**src/rtl/pe_pkg.sv**
```systemverilog
// rtl/pe_pkg.sv - shared types and constants for the serial PE feeder
package pe_pkg;

  localparam int DATA_W       = 16;
  localparam int ACC_W        = 32;
  localparam int PE_CTL_FIRST = 0;
  localparam int PE_CTL_LAST  = 1;

  typedef enum logic [1:0] {
    IDLE = 2'd0,
    RUN  = 2'd1,
    WAIT = 2'd2,
    DONE = 2'd3
  } state_e;

endpackage

```
**src/rtl/pe_result_slot.sv**
```systemverilog
// rtl/pe_result_slot.sv - one-entry valid/ready holding register for PE results
module pe_result_slot
  import pe_pkg::*;
#(
  parameter int ADDR_W = 8
) (
  input  logic              clk,
  input  logic              rst,
  input  logic              cap_vld,
  input  logic [ACC_W-1:0]  cap_data,
  input  logic [ADDR_W-1:0] cap_addr,
  input  logic              out_wready,
  output logic              out_wen,
  output logic [ADDR_W-1:0] out_waddr,
  output logic [ACC_W-1:0]  out_wdata
);

  logic              wen_q,  wen_d;
  logic [ADDR_W-1:0] addr_q, addr_d;
  logic [ACC_W-1:0]  data_q, data_d;

  // A capture in the same cycle as an accepted write re-arms the request.
  always_comb begin
    wen_d  = wen_q;
    addr_d = addr_q;
    data_d = data_q;
    if (cap_vld) begin
      wen_d  = 1'b1;
      addr_d = cap_addr;
      data_d = cap_data;
    end else if (wen_q && out_wready) begin
      wen_d  = 1'b0;
    end
  end

  always_ff @(posedge clk or posedge rst) begin
    if (rst) begin
      wen_q  <= 1'b0;
      addr_q <= '0;
      data_q <= '0;
    end else begin
      wen_q  <= wen_d;
      addr_q <= addr_d;
      data_q <= data_d;
    end
  end

  assign out_wen   = wen_q;
  assign out_waddr = addr_q;
  assign out_wdata = data_q;

endmodule

```
**src/rtl/serial_pe_feeder.sv**
```systemverilog
// rtl/serial_pe_feeder.sv - sequences neuron/weight SRAM reads into a serial PE
module serial_pe_feeder
  import pe_pkg::*;
#(
  parameter int LEN_W   = 8,
  parameter int NADDR_W = 8,
  parameter int WADDR_W = 12
) (
  input  logic               clk,
  input  logic               rst,
  input  logic               start,
  input  logic [LEN_W-1:0]   vec_len,
  input  logic [LEN_W-1:0]   row_cnt,
  output logic               busy,
  output logic               done,
  output logic               nram_ren,
  output logic [NADDR_W-1:0] nram_addr,
  input  logic [DATA_W-1:0]  nram_rdata,
  output logic               wram_ren,
  output logic [WADDR_W-1:0] wram_addr,
  input  logic [DATA_W-1:0]  wram_rdata,
  output logic [DATA_W-1:0]  pe_neuron,
  output logic [DATA_W-1:0]  pe_weight,
  output logic [1:0]         pe_ctl,
  output logic               pe_vld_i,
  input  logic [ACC_W-1:0]   pe_result,
  input  logic               pe_vld_o,
  output logic               out_wen,
  output logic [LEN_W-1:0]   out_waddr,
  output logic [ACC_W-1:0]   out_wdata,
  input  logic               out_wready
);

  state_e             state_q, state_d;
  logic [LEN_W-1:0]   n_q, n_d;
  logic [LEN_W-1:0]   m_q, m_d;
  logic [LEN_W-1:0]   k_q, k_d;
  logic [LEN_W-1:0]   row_q, row_d;
  logic [LEN_W-1:0]   res_row_q, res_row_d;
  logic [WADDR_W-1:0] wptr_q, wptr_d;
  logic               outst_q, outst_d;
  logic               p_vld_q, p_vld_d;
  logic               p_first_q, p_first_d;
  logic               p_last_q, p_last_d;

  logic issue;
  logic elem_last;
  logic row_final;
  logic hs;

  assign hs        = out_wen & out_wready;
  assign elem_last = (k_q == n_q - LEN_W'(1));
  assign row_final = (row_q == m_q - LEN_W'(1));

  always_comb begin
    state_d   = state_q;
    n_d       = n_q;
    m_d       = m_q;
    k_d       = k_q;
    row_d     = row_q;
    res_row_d = res_row_q;
    wptr_d    = wptr_q;
    outst_d   = outst_q;
    issue     = 1'b0;

    case (state_q)
      IDLE: begin
        if (start) begin
          n_d    = vec_len;
          m_d    = row_cnt;
          k_d    = '0;
          row_d  = '0;
          wptr_d = '0;
          state_d = (vec_len == '0 || row_cnt == '0) ? DONE : RUN;
        end
      end
      RUN: begin
        // A row's last element may only launch once the slot is guaranteed free.
        issue = !elem_last || !outst_q || hs;
        if (issue) begin
          wptr_d = wptr_q + WADDR_W'(1);
          if (elem_last) begin
            k_d       = '0;
            row_d     = row_q + LEN_W'(1);
            res_row_d = row_q;
            if (row_final) state_d = WAIT;
          end else begin
            k_d = k_q + LEN_W'(1);
          end
        end
      end
      WAIT: begin
        if (hs) state_d = DONE;
      end
      DONE: begin
        state_d = IDLE;
      end
      default: state_d = IDLE;
    endcase

    if (issue && elem_last) outst_d = 1'b1;
    else if (hs)            outst_d = 1'b0;

    p_vld_d   = issue;
    p_first_d = issue && (k_q == '0);
    p_last_d  = issue && elem_last;
  end

  always_ff @(posedge clk or posedge rst) begin
    if (rst) begin
      state_q   <= IDLE;
      n_q       <= '0;
      m_q       <= '0;
      k_q       <= '0;
      row_q     <= '0;
      res_row_q <= '0;
      wptr_q    <= '0;
      outst_q   <= 1'b0;
      p_vld_q   <= 1'b0;
      p_first_q <= 1'b0;
      p_last_q  <= 1'b0;
    end else begin
      state_q   <= state_d;
      n_q       <= n_d;
      m_q       <= m_d;
      k_q       <= k_d;
      row_q     <= row_d;
      res_row_q <= res_row_d;
      wptr_q    <= wptr_d;
      outst_q   <= outst_d;
      p_vld_q   <= p_vld_d;
      p_first_q <= p_first_d;
      p_last_q  <= p_last_d;
    end
  end

  assign busy      = (state_q == RUN) || (state_q == WAIT);
  assign done      = (state_q == DONE);
  assign nram_ren  = issue;
  assign wram_ren  = issue;
  assign nram_addr = issue ? NADDR_W'(k_q) : '0;
  assign wram_addr = issue ? wptr_q : '0;

  // SRAM data is only forwarded in cycles the PE consumes it.
  assign pe_neuron            = p_vld_q ? nram_rdata : '0;
  assign pe_weight            = p_vld_q ? wram_rdata : '0;
  assign pe_ctl[PE_CTL_FIRST] = p_first_q;
  assign pe_ctl[PE_CTL_LAST]  = p_last_q;
  assign pe_vld_i             = p_vld_q;

  pe_result_slot #(
    .ADDR_W (LEN_W)
  ) u_slot (
    .clk        (clk),
    .rst        (rst),
    .cap_vld    (pe_vld_o),
    .cap_data   (pe_result),
    .cap_addr   (res_row_q),
    .out_wready (out_wready),
    .out_wen    (out_wen),
    .out_waddr  (out_waddr),
    .out_wdata  (out_wdata)
  );

endmodule
```
**config.mk**
```make
export PLATFORM = sky130hd
export DESIGN_NAME = serial_pe_feeder
export DESIGN_NICKNAME = d
export VERILOG_FILES = /design/src/rtl/pe_pkg.sv /design/src/rtl/pe_result_slot.sv /design/src/rtl/serial_pe_feeder.sv
export SDC_FILE = /design/constraint.sdc
export NUM_CORES = 1
export LEC_CHECK = 0
export BUFFER_PORTS_ARGS = -buffer_cell sky130_fd_sc_hd__buf_2
export CORE_MARGIN = 10
export CORE_UTILIZATION = 55
export CTS_BUF_LIST = sky130_fd_sc_hd__clkbuf_16
export DETAILED_ROUTE_END_ITERATION = 7
export GPL_TIMING_DRIVEN = 0
export PLACE_DENSITY = 0.93
export SYNTH_ARGS = -nofsm -noshare
export SYNTH_HDL_FRONTEND = slang
export SYNTH_HIERARCHICAL = 1
export SYNTH_SLANG_ARGS = --single-unit
```
**constraint.sdc**
```tcl
create_clock -name clk -period 5 [get_ports clk]
set_clock_uncertainty 0.2 [all_clocks]
set_input_delay 0.75 -clock clk [delete_from_list [all_inputs] [get_ports clk]]
set_output_delay 0.75 -clock clk [all_outputs]
set_load 0.01 [all_outputs]
```
==> reports/metrics.csv <==
metric;value;unit
DRT Pass-1 Iters;6;
Netlist cell types;56;
htree depth;3;
actual slew at the worst max-slew pin;1.02;ns
via/cell ratio;5.76;
design area;6900;µm²
Final Critical Period;3.99;ns
Longest Clk Path Bufs;2;
initial core utilization;56.1;%
gr ovfl total;0;
initial DRC count;447;
port buffer count;183;
type of destination of the critical path;output pin;
async set-or-reset flop fraction in the synthesized netlist;100;%
cells along the critical path;inv_1, ha_1, or3b_1, nor4_1, o2111ai_1, nor3_1, a21oi_1, buf_4, buf_2;
share of cells above drive strength 1;42.3;%
setup TNS;0;ns
Post-Synth Adder-Cell Area;2.52;%
Reg2Reg Setup Slack;1.83;ns
clock latency on the worst-skew pair;0.35;ns
register area;2480;µm²
CTS buffer count;9;
Post-Syn Nets;586;
Synth Area in Compound Gates;8.85;%
Reg2Reg Depth;8;
synthesized netlist cell count;490;
# fillers;678;
FF-to-FF End;res_row_q[7];
Bufs and invs on worst path;3;
routed wire length;17500;µm
RSZ-0062 raised after global routing;false;
DP HPWL;13200;µm
CP top delay family;simple AND/OR/NAND/NOR gates;
Critical Setup Path Class;flop to output pin;
Peak VDD IR;0.228;mV
Synth Area in Simple Gates;18.2;%
vias in the first global route;4948;
worst min-delay path category;input port to async pin;
Die W;120;µm
hold_buf cts;0;
average size of a mapped cell;11.1;µm²
first-pass GRT wire length;27100;µm
Routed Antenna Nets;0;
Core Footprint;9730;µm²
total power;3.14;mW
# clock sinks;99;
most common cell after layout, fill and taps aside;buf_2;
GRT Util Overall;23.6;%
Multi-input gate area;2700;µm²
status;finished clean;
Max FO, Critical Path;5;
post-CTS sizing;0;
Worst-path clk slew;0.07;ns
Placed Area;6590;µm²
synthesized cell area;5460;µm²
slowest stage cell, crit path;dfrtp_1;
commonest non-fill, non-tap cells in the layout;187 x buf_2, 99 x dfrtp_1, 39 x mux2_4;
CTS root buffer;clkbuf_16;
TritonCTS clock tree;yes;
Slew Viols, Final;0;
Die Y;120;µm
Synth Area in XOR/XNOR;2.57;%
Final Hold Viols;0;
Site Rows;36;
full die area;14300;µm²
area grow syn2layout;26.3;%
DR DRC count;0;
Worst Path Required;4.05;ns
post-synthesis mux area share;17.4;%
EDFF count, synth;0;
routability cong.;0.918;
Max Cap Violations;0;
Final Cycle Share;79.9;%
Max Freq;250;MHz
#FFs+latches synth;99;
Post-CTS Setup Bufs;0;
WP data arrival;3.04;ns
Max-slew headroom;32.1;%
nets;782;
CP peak stage delay;0.44;ns
register area share after synthesis;45.4;%
startpoint types;flop;
antenna violations before repair;3;
Power Density;455;nW/µm²
Ports;185;
main combinational cell family by area after synthesis;simple AND/OR/NAND/NOR gates;
Routed WL per cell;21.2;µm
Critical R2R Launch;n_q[0];
leakage;3.52;nW
largest net degree at the start of global routing;37;
Synth Warn #;6;
Hold WS;0.229;ns
total number of vias;4765;
final setup violation count;0;
Synth Flop Type;dfrtp_1;
state kept, by name (all words and copies together), names as in the netlist:
register,cells
m_q,8
u_slot/out_waddr,8
p_first_q,1
n_q,8
pe_vld_i,1
state_q,2
wptr_q,12
p_last_q,1
row_q,8
res_row_q,8
k_q,8
outst_q,1
u_slot/out_wen,1
u_slot/out_wdata,32
cells by family (layout without fill, tap and decap cells):
group	Yosys count	in the layout
flip-flops	99	99
XOR/XNOR	16	16
AND/OR/NAND/NOR	170	170
AO/OA/AOI/OAI	73	73
multiplexers	72	72
adder cells (fa/ha/maj)	11	11
buffers and inverters	49	250
other	0	3
cell usage after synthesis, types with 4 or more instances:
cell type	n	area share, %
dfrtp_1	99	45
mux2_4	39	11
and2_1	34	3.9
nand2_1	28	1.9
mux2_2	25	5.2
and3_1	22	2.5
a21oi_1	20	1.8
inv_1	19	1.3
clkbuf_1	14	0.96
o21ai_0	14	1.3
nor4_1	13	1.5
ha_1	11	2.5
nand3_1	11	1.0
o31ai_1	10	1.4
xnor2_1	10	1.6
mux2i_1	8	1.5
nor2_1	8	0.55
nor3_1	8	0.73
or4_1	8	1.1
nand2b_1	7	0.80
or2_2	7	0.80
or3_1	7	0.80
xor2_1	6	0.96
buf_4	5	0.69
nand4_1	5	0.57
a31oi_1	4	0.46
buf_12	4	1.5
buf_2	4	0.37
o211ai_1	4	0.55
o41ai_1	4	0.64
power by group:
part	switching, mW	total, mW	leakage [nW]	internal (mW)
Clock	0.324	0.717	0.149	0.393
Combinational	0.727	1.27	2.11	0.546
Sequential	0.193	1.15	1.26	0.956
Total	1.24	3.14	3.52	1.89
per-layer routing:
layer	track usage [%]	part of all wire, %
met1	25.5	36
met2	42.8	54
met3	5.34	7.3
met4	10.7	3.4
met5	0	0
stage by stage:
step,util [%],setup WS (ns),instances
3_5_place_dp,67.7,1.46,808
6_report,70.9,1.01,827
4_1_cts,70.8,1.09,824
5_1_grt,70.9,0.842,827
3_3_place_gp,67.2,1.57,806
2_1_floorplan,-,1.89,490
area by class of cell:
type                       instances  share of cell area (%)
multi-input combinational        342                    39.2
sequential                        99                    35.9
timing repair buffer             185                    14.0
clock buffer                       9                    3.27
buffer                            29                    2.98
tap                              133                    2.41
inverter                          20                    1.09
clock inverter                     7                    1.07
antenna                            3                   0.109
worst max-delay path by stage:
stage | startpoint | to | slack, ns | depth (start not counted)
3_3_place_gp | n_q[0] | wram_addr[1] | 1.57 | 9
6_report | n_q[0] | wram_ren | 1.01 | 9
5_1_grt | n_q[0] | wram_addr[6] | 0.84 | 9
2_1_floorplan | n_q[0] | wram_ren | 1.89 | 8
3_5_place_dp | n_q[0] | wram_addr[4] | 1.46 | 9
4_1_cts | n_q[0] | wram_addr[4] | 1.09 | 9
worst register-to-register path, stage by stage (launching register included):
cell       delay, ns
dfrtp_1         0.44
inv_1           0.09
ha_1            0.18
or3b_1          0.41
nor4_1          0.36
o2111ai_1       0.25
nor4_1          0.50
nand2_2         0.29
mux2_2          0.37
No activity file was read; power rests on OpenSTA's default activity.
